[config.mk]
export PLATFORM = sky130hd
export DESIGN_NAME = scope_pixel_scheduler
export DESIGN_NICKNAME = d
export VERILOG_FILES = /design/src/rtl/scope_pkg.sv /design/src/rtl/rr_arbiter.sv /design/src/rtl/scope_pixel_scheduler.sv
export SDC_FILE = /design/constraint.sdc
export NUM_CORES = 1
export LEC_CHECK = 0
export CAP_MARGIN = 0
export CORE_MARGIN = 2
export CORE_UTILIZATION = 32
export CTS_BUF_LIST = sky130_fd_sc_hd__clkbuf_4
export CTS_CLUSTER_DIAMETER = 40
export DETAILED_ROUTE_END_ITERATION = 10
export HOLD_SLACK_MARGIN = 0.06
export PLACE_DENSITY = 0.85
export SLEW_MARGIN = 30
export SYNTH_ARGS = -nofsm -noshare
export SYNTH_HDL_FRONTEND = slang
export SYNTH_SLANG_ARGS = --single-unit
[constraint.sdc]
create_clock -name clock -period 3.79 [get_ports clock]
set_input_delay 0.758 -clock clock [delete_from_list [all_inputs] [get_ports clock]]
set_output_delay 0.758 -clock clock [all_outputs]
set_load 0.03 [all_outputs]
[src/rtl/scope_pkg.sv]
// Shared types and default geometry for the scope pixel scheduler.
package scope_pkg;

  localparam int unsigned H_RES_DEFAULT = 1280;
  localparam int unsigned V_RES_DEFAULT = 1024;
  localparam int unsigned X_W_DEFAULT   = 11;
  localparam int unsigned Y_W_DEFAULT   = 10;

  typedef logic [23:0] rgb_t;

  typedef enum logic [1:0] {
    IDLE,
    CLEAR,
    SERVE
  } sched_state_t;

endpackage

[src/rtl/rr_arbiter.sv]
// Round-robin arbiter: grants the first requester at or after the pointer; the
// pointer moves past the winner whenever the grant is consumed (advance).
module rr_arbiter #(
  parameter int unsigned N = 4
) (
  input  logic                                 clock,
  input  logic                                 reset,
  input  logic [N-1:0]                         req,
  input  logic                                 advance,
  output logic [N-1:0]                         grant,
  output logic [((N > 1) ? $clog2(N) : 1)-1:0] index,
  output logic                                 valid
);

  localparam int unsigned IW = (N > 1) ? $clog2(N) : 1;

  logic [IW-1:0] ptr;
  logic [IW-1:0] cand;
  int unsigned   pos;

  always_comb begin
    grant = '0;
    index = '0;
    valid = 1'b0;
    pos   = 0;
    cand  = '0;
    for (int unsigned k = 0; k < N; k++) begin
      pos = 32'(ptr) + k;
      if (pos >= N) pos = pos - N;
      cand = IW'(pos);
      if (!valid && req[cand]) begin
        valid       = 1'b1;
        grant[cand] = 1'b1;
        index       = cand;
      end
    end
  end

  always_ff @(posedge clock) begin
    if (reset) begin
      ptr <= '0;
    end else if (advance && valid) begin
      ptr <= (index == IW'(N - 1)) ? '0 : index + IW'(1);
    end
  end

endmodule

[src/rtl/scope_pixel_scheduler.sv]
// Shares the single frame-store write port between a frame-clear sweep and
// NUM_CH trace channels, granted round-robin one pixel per accepted beat.
module scope_pixel_scheduler
  import scope_pkg::*;
#(
  parameter int unsigned NUM_CH = 4,
  parameter int unsigned H_RES  = H_RES_DEFAULT,
  parameter int unsigned V_RES  = V_RES_DEFAULT,
  parameter int unsigned X_W    = X_W_DEFAULT,
  parameter int unsigned Y_W    = Y_W_DEFAULT,
  parameter rgb_t        BG_RGB = 24'h000000
) (
  input  logic                  clock,
  input  logic                  reset,
  input  logic                  frame_start,
  input  logic [NUM_CH-1:0]     ch_req,
  input  logic [NUM_CH*X_W-1:0] ch_x,
  input  logic [NUM_CH*Y_W-1:0] ch_y,
  input  logic [NUM_CH*24-1:0]  ch_rgb,
  output logic [NUM_CH-1:0]     ch_ack,
  output logic                  pix_valid,
  input  logic                  pix_ready,
  output logic [X_W-1:0]        pix_x,
  output logic [Y_W-1:0]        pix_y,
  output rgb_t                  pix_rgb,
  output logic                  clearing
);

  localparam int unsigned IW = (NUM_CH > 1) ? $clog2(NUM_CH) : 1;

  sched_state_t    state;
  logic [X_W-1:0]  cx;
  logic [Y_W-1:0]  cy;
  logic [NUM_CH-1:0] grant;
  logic [IW-1:0]   gidx;
  logic            gvalid;
  logic [X_W-1:0]  gx;
  logic [Y_W-1:0]  gy;
  rgb_t            grgb;
  logic            load_ok;
  logic            in_range;
  logic            take;
  logic            clr_load;
  logic            cx_last;
  logic            cy_last;

  rr_arbiter #(
    .N(NUM_CH)
  ) u_arb (
    .clock  (clock),
    .reset  (reset),
    .req    (ch_req),
    .advance(take),
    .grant  (grant),
    .index  (gidx),
    .valid  (gvalid)
  );

  always_comb begin
    load_ok  = !pix_valid || pix_ready;
    gx       = ch_x[gidx*X_W +: X_W];
    gy       = ch_y[gidx*Y_W +: Y_W];
    grgb     = ch_rgb[gidx*24 +: 24];
    in_range = (gx < X_W'(H_RES)) && (gy < Y_W'(V_RES));
    // Out-of-range pixels are consumed even while the output is stalled.
    take     = (state == SERVE) && !frame_start && gvalid && (!in_range || load_ok);
    clr_load = (state == CLEAR) && !frame_start && load_ok;
    cx_last  = (cx == X_W'(H_RES - 1));
    cy_last  = (cy == Y_W'(V_RES - 1));
    ch_ack   = take ? grant : '0;
    clearing = (state == CLEAR);
  end

  always_ff @(posedge clock) begin
    if (reset) begin
      state     <= IDLE;
      cx        <= '0;
      cy        <= '0;
      pix_valid <= 1'b0;
      pix_x     <= '0;
      pix_y     <= '0;
      pix_rgb   <= '0;
    end else begin
      if (frame_start) begin
        state <= CLEAR;
        cx    <= '0;
        cy    <= '0;
      end else if (clr_load) begin
        if (cx_last) begin
          cx <= '0;
          if (cy_last) begin
            cy    <= '0;
            state <= SERVE;
          end else begin
            cy <= cy + Y_W'(1);
          end
        end else begin
          cx <= cx + X_W'(1);
        end
      end

      if (clr_load) begin
        pix_valid <= 1'b1;
        pix_x     <= cx;
        pix_y     <= cy;
        pix_rgb   <= BG_RGB;
      end else if (take && in_range) begin
        pix_valid <= 1'b1;
        pix_x     <= gx;
        pix_y     <= gy;
        pix_rgb   <= grgb;
      end else if (pix_ready) begin
        pix_valid <= 1'b0;
      end
    end
  end

endmodule

* After elaboration in Yosys (flattened, before gate mapping)
Index checks and enable logic that the tools add are counted.
W data, S select, Z words.
** Storage, ports and cells
- Bits in registers :: 71
- Bits of input ports :: 188
- Output and inout bits :: 51
- Logic and storage cells :: 127
** Operators by class
- $add $sub $neg :: 10
- $mul :: 3
- $lt $le $gt $ge :: 14
- Eq/ne operators :: 5
- Shift-type cells :: 3
- Muxes and demuxes :: 47
- Bitwise gates (word level) :: 3
- Reduce and logical (&&, ||, !) cells :: 33
** Operators by type and width (number)
- $shiftx A96 B8 Y24 :: 1
- $shiftx A44 B7 Y11 :: 1
- $shiftx A40 B7 Y10 :: 1
- $mux W11 :: 3
- $mux W10 :: 3
- $mux W4 :: 5
- $mux W1 :: 19
- $mux W2 :: 9
- $logic_and A1 B1 Y1 :: 15
- $lt A2 B3 Y1 const B :: 4
- $or A4 B4 Y4 :: 3
- $add A11 B1 Y11 const B :: 1
- $eq A11 B11 Y1 const B :: 1
- $lt A11 B11 Y1 const B :: 1
- $add A10 B1 Y10 const B :: 1
- $eq A10 B10 Y1 const B :: 1
- $lt A10 B1 Y1 const B :: 1
- $ge A3 B3 Y1 const B :: 3
- $bmux W1 S2 :: 4
- $demux W1 S2 :: 4
- $ge A2 B1 Y1 const B :: 4
- $reduce_bool A2 Y1 :: 4
- $sub A2 B1 Y2 const B :: 4
- $add A2 B2 Y3 const B :: 2
- other kinds (14) :: 23

* Longest topological paths before layout
Gate-level depths: netlist of the first run.
- Depth in word-level cells :: 24
- Depth in mapped cells :: 8
- Depth with buffers taken out :: 7

* Cells and area by module
A second synthesis of the first run with hierarchy kept.
** Unflattened totals
- Cells, all modules :: 326
- Area, all modules :: 2718.9 µm²
** By module, submodules not included
- scope_pixel_scheduler :: times used 1, cells each 269, area an instance 2170.8 µm², seq. area each 900.9 µm²
- rr_arbiter :: times used 1, cells each 57, area an instance 548.0 µm², seq. area each 40.0 µm²

* Worst setup path before layout of the first run
Ideal clock, no wire load.
- Path kind :: input-to-output
- Start point :: input port ch_req[3]
- End point :: output port ch_ack[0]
- Data arrival time :: 2.515 ns
- Required time :: 3.032 ns
- Path slack :: 0.517 ns
- Stages on the path :: 6
- Path buffers :: 1
- Cell sequence :: clkbuf_2 -> mux4_2 -> nor2b_1 -> a22oi_1 -> or2_2 -> a21oi_1
** Between the ends
- Cells in the longest elaborated chain, start to end :: 20
- Elaborated cells on any way between the ends :: 41
- Classes of those cells :: mul: 2; order compare: 2; shift: 2; mux: 21; bitwise: 3; reduce/logical: 11
** Ends and longest elaborated chain
- from (decl) :: line scope_pixel_scheduler.sv:16 : input logic [NUM_CH-1:0] ch_req,
- $bmux W1 S2 :: line rr_arbiter.sv:31 : if (!valid && req[cand]) begin
- $mux W1 (implied by the code) :: line rr_arbiter.sv:31
- $mux W1 :: line rr_arbiter.sv:31
- $logic_not A1 Y1 :: line rr_arbiter.sv:31
- $logic_and A1 B1 Y1 :: line rr_arbiter.sv:31
- $mux W1 :: line rr_arbiter.sv:31
- $logic_not A1 Y1 :: line rr_arbiter.sv:31
- $logic_and A1 B1 Y1 :: line rr_arbiter.sv:31
- [4 not listed]
- $mul A2 B4 Y6 or $mul A2 B3 Y5 (tied branches) :: line scope_pixel_scheduler.sv:61, scope_pixel_scheduler.sv:62
- $shiftx A44 B7 Y11 or $shiftx A40 B7 Y10 (tied branches) :: line scope_pixel_scheduler.sv:61, scope_pixel_scheduler.sv:62
- $lt A11 B11 Y1 or $lt A10 B1 Y1 (tied branches) :: line scope_pixel_scheduler.sv:64 : in_range = (gx < X_W'(H_RES)) && (gy < Y_W'(V_RES));
- $logic_and A1 B1 Y1 :: line scope_pixel_scheduler.sv:64
- $logic_not A1 Y1 :: line scope_pixel_scheduler.sv:66 : take = (state == SERVE) && !frame_start && gvalid && (!in_range || load_ok);
- $logic_or A1 B1 Y1 :: line scope_pixel_scheduler.sv:66
- $logic_and A1 B1 Y1 :: line scope_pixel_scheduler.sv:66
- $mux W4 * :: line scope_pixel_scheduler.sv:70 : ch_ack = take ? grant : '0;
- to (decl) :: line scope_pixel_scheduler.sv:20 : output logic [NUM_CH-1:0] ch_ack,
Mark *: on every way between the ends. The rest lies on a longest branch, timed or not. The select of a mux whose other input is x is not followed.

* Final worst setup path of the first run
- Start point :: register u_arb.ptr[1]
- End point :: output port ch_ack[3]
** Between the ends
- Cells in the longest elaborated chain, start to end :: 22
- Elaborated cells on any way between the ends :: 76
- Classes of those cells :: add/sub: 7; mul: 2; order compare: 14; shift: 2; mux: 33; bitwise: 3; reduce/logical: 15
** Ends and longest elaborated chain
- from (decl) :: line rr_arbiter.sv:17 : logic [IW-1:0] ptr;
- from (signal assigned) :: line rr_arbiter.sv:43 : ptr <= (index == IW'(N - 1)) ? '0 : index + IW'(1);
- branches (longest 21 deep; another with $add A2 B1 Y3)
- $mux W4 * :: line scope_pixel_scheduler.sv:70
Mark *: on every way between the ends. The select of a mux whose other input is x is not followed.

==> parameters.txt, run 1 <==
Parameter                              Value

Status
  Result of the run ... complete, no violations

Floorplan
  I/O pin count ... 239
  Std-Cell Core Area ... 7770 um^2
  Height of the die ... 93.8 um
  Die Outline Area ... 8800 um^2
  Chip width ... 93.8 um
  Number of rows in the core area ... 32
  Starting utilization of the core area ... 0.332

Synthesis
  Count of flip-flops with a built-in enable after synthesis ... 0
  Post-synthesis register bit count ... 47
  Gate count after technology mapping ... 314
  Asr flop ratio synth ... 0
  Combined area of all synthesized cells ... 2580 um^2
  Primary FF master, synth ... sky130_fd_sc_hd__dfxtp_1
  Synthesis warning total ... 0
  Syn avg cell area ... 8.22 um^2
  Distinct cell type count after synthesis ... 46
  Sequential-to-total area share from yosys stat ... 0.365

Worst setup path
  CP bufs+invs ... 2
  Largest stage delay, worst path ... 0.53 ns
  Critical path required time ... 3.03 ns
  Top cell family by delay on the critical path ... compound AO/OA/AOI/OAI gates
  Critical-path top delay cell ... sky130_fd_sc_hd__dfxtp_1
  Startpoint Class ... register
  Crit Path Max Fanout ... 9
  Arrival time worst endpoint ... 2.84 ns
  Critical Setup Path Class ... reg -> out
  Critical path capture point type ... output port
  Cell-by-cell listing of the critical path ... inv_1 > ha_1 > or3b_1 > a2111o_1 > nand2_1 > a22oi_1 > a21oi_1 > buf_4

Cells and area
  Number of antenna diodes ... 0
  Commonest cells after routing, fill and taps aside ... sky130_fd_sc_hd__nand2_1, sky130_fd_sc_hd__dfxtp_1, sky130_fd_sc_hd__a21oi_1, sky130_fd_sc_hd__clkdlybuf4s50_1, sky130_fd_sc_hd__nor2_1
  Count of nets after finishing ... 547
  Fraction of layout cells with a size suffix above 1 ... 0.105
  Area growth syn-to-layout ... 16.1%
  Most frequent standard cell in the layout excluding fill and tap cells ... sky130_fd_sc_hd__nand2_1
  Number of fillers in the final layout ... 811
  Layout Cell Area excl Fill ... 3000 um^2

Placed design
  Placed instance area ... 2940 um^2
  GPL Wtd Cong ... 0.814
  Number of input and output port buffers inserted ... 34
  Setup slack at placement ... 0.279 ns
  DP HPWL ... 4.04 mm

GRT
  Overall global routing resource usage ... 0.127
  Pin count of the biggest net entering global routing ... 28
  First-pass GRT wire length ... 9.23 mm
  Initial antenna violation count ... 0
  Total overflow reported by the global router ... 0
  Via count of the first global-routing pass ... 2123

Timing
  Max Fclk ... 0.278 GHz
  Total negative slack ... 0 ns
  Skew final ... 0.00883 ns
  Unrepaired setup endpoints after global routing ... false
  Minimum clock period after layout ... 3.60 ns
  Tightest Pin Transition ... 0.588 ns
  Worst setup slack after layout ... 0.192 ns
  Max-slew headroom at the worst pin ... 0.605
  Final hold violation count ... 0
  Final max-slew violation count ... 0
  Post-route fraction of the period consumed by the critical path ... 0.949
  Final setup violation count ... 0

Clock network
  Number of H-tree levels ... 2
  CTS Buffer Depth ... 2
  Post-CTS sizing ... 0
  Total clock sinks ... 47
  Clock-pin transition on the worst setup and hold timing paths ... 0.13 ns
  Cts hold-fix bufs ... 0
  Total clock buffers created by CTS ... 5
  TritonCTS clock tree ... built
  CTS Root Buffer Type ... sky130_fd_sc_hd__clkbuf_4
  Number of buffers inserted to repair setup after CTS ... 0
  Clock insertion delay at the later pin of the skew report ... 0.36 ns

Drt
  Number of detailed-routing iterations run before antenna repair ... 4
  ANT nets after route ... 0
  Detail-routed net length per standard cell ... 12.0 um
  Number of vias per cell after detailed routing ... 4.86
  Count of vias placed by the detailed router ... 2200
  DR iter-0 viols ... 118
  Final routed DRC violation total ... 0
  Overall routed net length ... 5.44 mm

Power
  Leakage power ... 0.984 nW
  Worst supply voltage drop on vdd ... 0.219 mV
  Pwr Density ... 272 nW/um^2
  Total design power ... 0.000814 W

Hold path
  Worst hold-check path type ... reg -> reg

Flow run
  Count of max-cap constraint violations ... 0
-- power breakdown --
| group | total, W | switching, W | internal [W] |
|---|---|---|---|
| clock network | 0.000223 | 0.000154 | 0.0000682 |
| registers | 0.000497 | 0.00000130 | 0.000496 |
| logic | 0.0000943 | 0.0000684 | 0.0000260 |
| total | 0.000814 | 0.000224 | 0.000590 |
-- registers in the layout, summed over array words and instances (netlist names) --
name       flops
state          2
cy            10
u_arb.ptr      2
pix_valid      1
cx            11
pix_x         11
pix_y         10
-- layer usage --
layer,up-vias,routed length [um],part of all wire,GRT usage
li1,1107,-,-,-
met1,1038,2390,0.44,0.152
met2,49,2780,0.51,0.225
met3,6,228,0.042,0.0329
met4,0,41,0.0075,0.0302
met5,-,0,0,0
-- path summary, 6_finish.rpt --
check               startpoint  slack [ns]  cells past startpoint            to
hold / removal        pix_y[7]        0.46                      2      pix_y[7]
hold reg to reg       pix_y[7]        0.46                      2      pix_y[7]
setup reg to reg  u_arb.ptr[1]        1.10                      7  u_arb.ptr[1]
setup / recovery  u_arb.ptr[1]        0.19                      8     ch_ack[3]
-- cells by family after synthesis --
logic type / after synthesis / synth area share
other: 1 / 0.00145
flip-flops: 47 / 0.365
buffers and inverters: 45 / 0.112
AO/OA/AOI/OAI: 56 / 0.140
multiplexers: 3 / 0.0276
XOR/XNOR: 17 / 0.0577
adder cells (fa/ha/maj): 9 / 0.0436
AND/OR/NAND/NOR: 136 / 0.253
-- worst reg2reg max path: cells and delay by family (launching register included) --
kind	cells	cell delay (ns)
buffers and inverters	1	0.15
AO/OA/AOI/OAI	3	0.92
adder cells (fa/ha/maj)	1	0.41
AND/OR/NAND/NOR	2	0.60
flip-flops	1	0.53
-- stage by stage --
step	hold slack (ns)	util	instances
finish	0.464	0.386	453
global route	0.498	0.386	453
CTS	0.465	0.385	453
detailed placement	0.448	0.379	445
global placement	0.447	0.379	445
floorplan	0.453	-	337
-- final cells by class --
type | instances | area (um^2) | area share
Sequential cell | 47 | 941 | 0.314
Inverter | 6 | 22.5 | 0.00752
Clock buffer | 5 | 37.5 | 0.0125
Clock inverter | 3 | 15.0 | 0.00501
Tap cell | 102 | 128 | 0.0426
Timing Repair Buffer | 45 | 413 | 0.138
Multi-Input combinational cell | 245 | 1440 | 0.481
-- cells in the mapped netlist, types with 3 or more instances --
cell type | instances | area (um^2)
sky130_fd_sc_hd__nor3_1 | 12 | 60.1
sky130_fd_sc_hd__nor3b_1 | 3 | 22.5
sky130_fd_sc_hd__buf_4 | 25 | 188
sky130_fd_sc_hd__nand4_1 | 3 | 18.8
sky130_fd_sc_hd__a22oi_1 | 9 | 67.6
sky130_fd_sc_hd__xor2_1 | 4 | 35.0
sky130_fd_sc_hd__nand2b_1 | 4 | 25.0
sky130_fd_sc_hd__xnor2_1 | 13 | 114
sky130_fd_sc_hd__ha_1 | 9 | 113
sky130_fd_sc_hd__nor4_1 | 6 | 37.5
sky130_fd_sc_hd__inv_1 | 6 | 22.5
sky130_fd_sc_hd__a21oi_1 | 32 | 160
sky130_fd_sc_hd__or2_2 | 7 | 43.8
sky130_fd_sc_hd__nand2_1 | 52 | 195
sky130_fd_sc_hd__nor2_1 | 26 | 97.6
sky130_fd_sc_hd__dfxtp_1 | 47 | 941
sky130_fd_sc_hd__nor2b_1 | 3 | 18.8
sky130_fd_sc_hd__nand3_1 | 10 | 50.1
sky130_fd_sc_hd__clkbuf_1 | 10 | 37.5
Power figures use the tool's default switching activity.
==> run 2: changes to the inputs <==
clock period = 3.88 ns   (was 3.79 ns; I/O delays follow)
==> parameters.txt, run 2 (same netlist as run 1, synthesis figures left out) <==
Parameter                              Value

Status
  Result of the run ... complete, no violations

Cells and area
  Area of the multi-input gates ... 1440 um^2
  Commonest cells after routing, fill and taps aside ... sky130_fd_sc_hd__nand2_1, sky130_fd_sc_hd__dfxtp_1, sky130_fd_sc_hd__a21oi_1, sky130_fd_sc_hd__clkdlybuf4s50_1, sky130_fd_sc_hd__nor2_1
  Layout Cell Area excl Fill ... 3010 um^2
  Number of antenna diodes ... 0
  FF+latch area ... 943 um^2
  Leading registers by flop count ... cx x11, pix_x x11
  Most frequent standard cell in the layout excluding fill and tap cells ... sky130_fd_sc_hd__nand2_1
  Number of fillers in the final layout ... 833
  Count of nets after finishing ... 546
  Fraction of layout cells with a size suffix above 1 ... 0.109
  Area growth syn-to-layout ... 16.7%

Power
  Leakage power ... 0.994 nW
  Pwr Density ... 286 nW/um^2
  Worst supply voltage drop on vdd ... 0.248 mV

Drt
  Number of vias per cell after detailed routing ... 4.86
  Overall routed net length ... 5.47 mm
  Number of detailed-routing iterations run before antenna repair ... 4
  ANT nets after route ... 0
  DR iter-0 viols ... 111
  Count of vias placed by the detailed router ... 2193
  Final routed DRC violation total ... 0
  Detail-routed net length per standard cell ... 12.1 um

Clock network
  Number of H-tree levels ... 2
  Total clock sinks ... 47
  Clock insertion delay at the later pin of the skew report ... 0.35 ns
  CTS Root Buffer Type ... sky130_fd_sc_hd__clkbuf_4
  CTS Buffer Depth ... 2
  Cts hold-fix bufs ... 0
  Clock-pin transition on the worst setup and hold timing paths ... 0.12 ns
  Number of buffers inserted to repair setup after CTS ... 0
  TritonCTS clock tree ... built
  Total clock buffers created by CTS ... 5

Worst setup path
  Critical path required time ... 3.10 ns
  Largest stage delay, worst path ... 0.50 ns
  Worst R2R Start ... u_arb.ptr[0]
  Critical-path top delay cell ... sky130_fd_sc_hd__dfxtp_2
  Cell-by-cell listing of the critical path ... inv_1 > ha_1 > mux4_2 > nor2b_1 > a22oi_1 > or2_2 > a21oi_1 > buf_4
  Critical Setup Path Class ... reg -> out
  Startpoint Class ... register
  Crit Path Max Fanout ... 13
  Top cell family by delay on the critical path ... simple AND/OR/NAND/NOR gates
  Arrival time worst endpoint ... 2.86 ns
  Critical path capture point type ... output port
  Crit. Startpoint ... u_arb.ptr[0]
  CP bufs+invs ... 2

Floorplan
  Std-Cell Core Area ... 7770 um^2
  Starting utilization of the core area ... 0.332
  Chip width ... 93.8 um
  Number of rows in the core area ... 32
  Height of the die ... 93.8 um
  Die Outline Area ... 8800 um^2
  I/O pin count ... 239

Timing
  Total negative slack ... 0 ns
  Final hold violation count ... 0
  Skew final ... 0.0165 ns
  Final setup violation count ... 0
  Max-slew headroom at the worst pin ... 0.637
  Unrepaired setup endpoints after global routing ... false
  Final max-slew violation count ... 0
  Max Fclk ... 0.275 GHz
  Tightest Pin Transition ... 0.541 ns
  Post-route fraction of the period consumed by the critical path ... 0.937
  Minimum clock period after layout ... 3.64 ns

Hold path
  Start point of the worst min-delay path ... pix_y[1]
  Worst hold-check path type ... reg -> reg

GRT
  Initial antenna violation count ... 0
  First-pass GRT wire length ... 9.34 mm
  Total overflow reported by the global router ... 0
  Pin count of the biggest net entering global routing ... 28
  Via count of the first global-routing pass ... 2087
  Overall global routing resource usage ... 0.128

Placed design
  Placed instance area ... 2930 um^2
  DP HPWL ... 4.03 mm
  Number of input and output port buffers inserted ... 34
  GPL Wtd Cong ... 0.834

Flow run
  Count of max-cap constraint violations ... 0
run 2: changes by cell type in the layout (fill, tap and decap cells not counted), sizes merged:
cell	change
clkinv	-2
bufinv	+1
buf	-1
clkbuf	+1
clkinvlp	-1
run 2: final timing paths:
kind | end | cells past startpoint | slack (ns)
hold / removal | pix_y[1] | 2 | 0.46
setup reg to reg | u_arb.ptr[1] | 7 | 1.24
setup / recovery | ch_ack[3] | 8 | 0.24
hold reg to reg | pix_y[1] | 2 | 0.46
run 2: per-layer routing:
metal  global-route usage  part of all wire  vias up
li1                     -                 -     1101
met1                0.154              0.45     1043
met2                0.235              0.50       45
met3               0.0297             0.043        4
met4               0.0229            0.0057        0
met5                    0                 0        -
run 2: area by class of cell:
type / count / area share
clock buffer: 6 / 0.0150
clock inverter: 1 / 0.00997
inverter: 6 / 0.00748
multi-input combinational: 245 / 0.477
sequential: 47 / 0.313
tap: 102 / 0.0424
timing repair buffer: 44 / 0.135
run 2: timing repair:
item,in CTS,in global routing
setup endpoints to repair,0,4
resized for setup,0,2
hold endpoints to repair,0,0
run 2: per-stage QoR:
step | setup slack [ns] | instances | utilization | power [W] | hold slack [ns]
floorplan | 0.571 | 337 | - | 0.000586 | 0.453
global placement | 0.359 | 444 | 0.378 | 0.000585 | 0.448
detailed placement | 0.317 | 444 | 0.378 | 0.000587 | 0.447
CTS | 0.0588 | 451 | 0.387 | 0.000863 | 0.466
global route | 0.0736 | 451 | 0.388 | 0.000892 | 0.488
finish | 0.243 | 451 | 0.388 | 0.000860 | 0.462
run 2: tightest hold or removal path, cell delays in order (launching register included):
cell and delay (ns):
sky130_fd_sc_hd__dfxtp_1 0.33, sky130_fd_sc_hd__nand2_1 0.05, sky130_fd_sc_hd__a21oi_1 0.05
run 2: report_power, final:
part / leakage (nW) / switching [W] / internal [W] / total (W)
clock network: 0.0417 / 0.000143 / 0.000140 / 0.000283
registers: 0.380 / 0.00000137 / 0.000484 / 0.000485
logic: 0.572 / 0.0000672 / 0.0000252 / 0.0000924
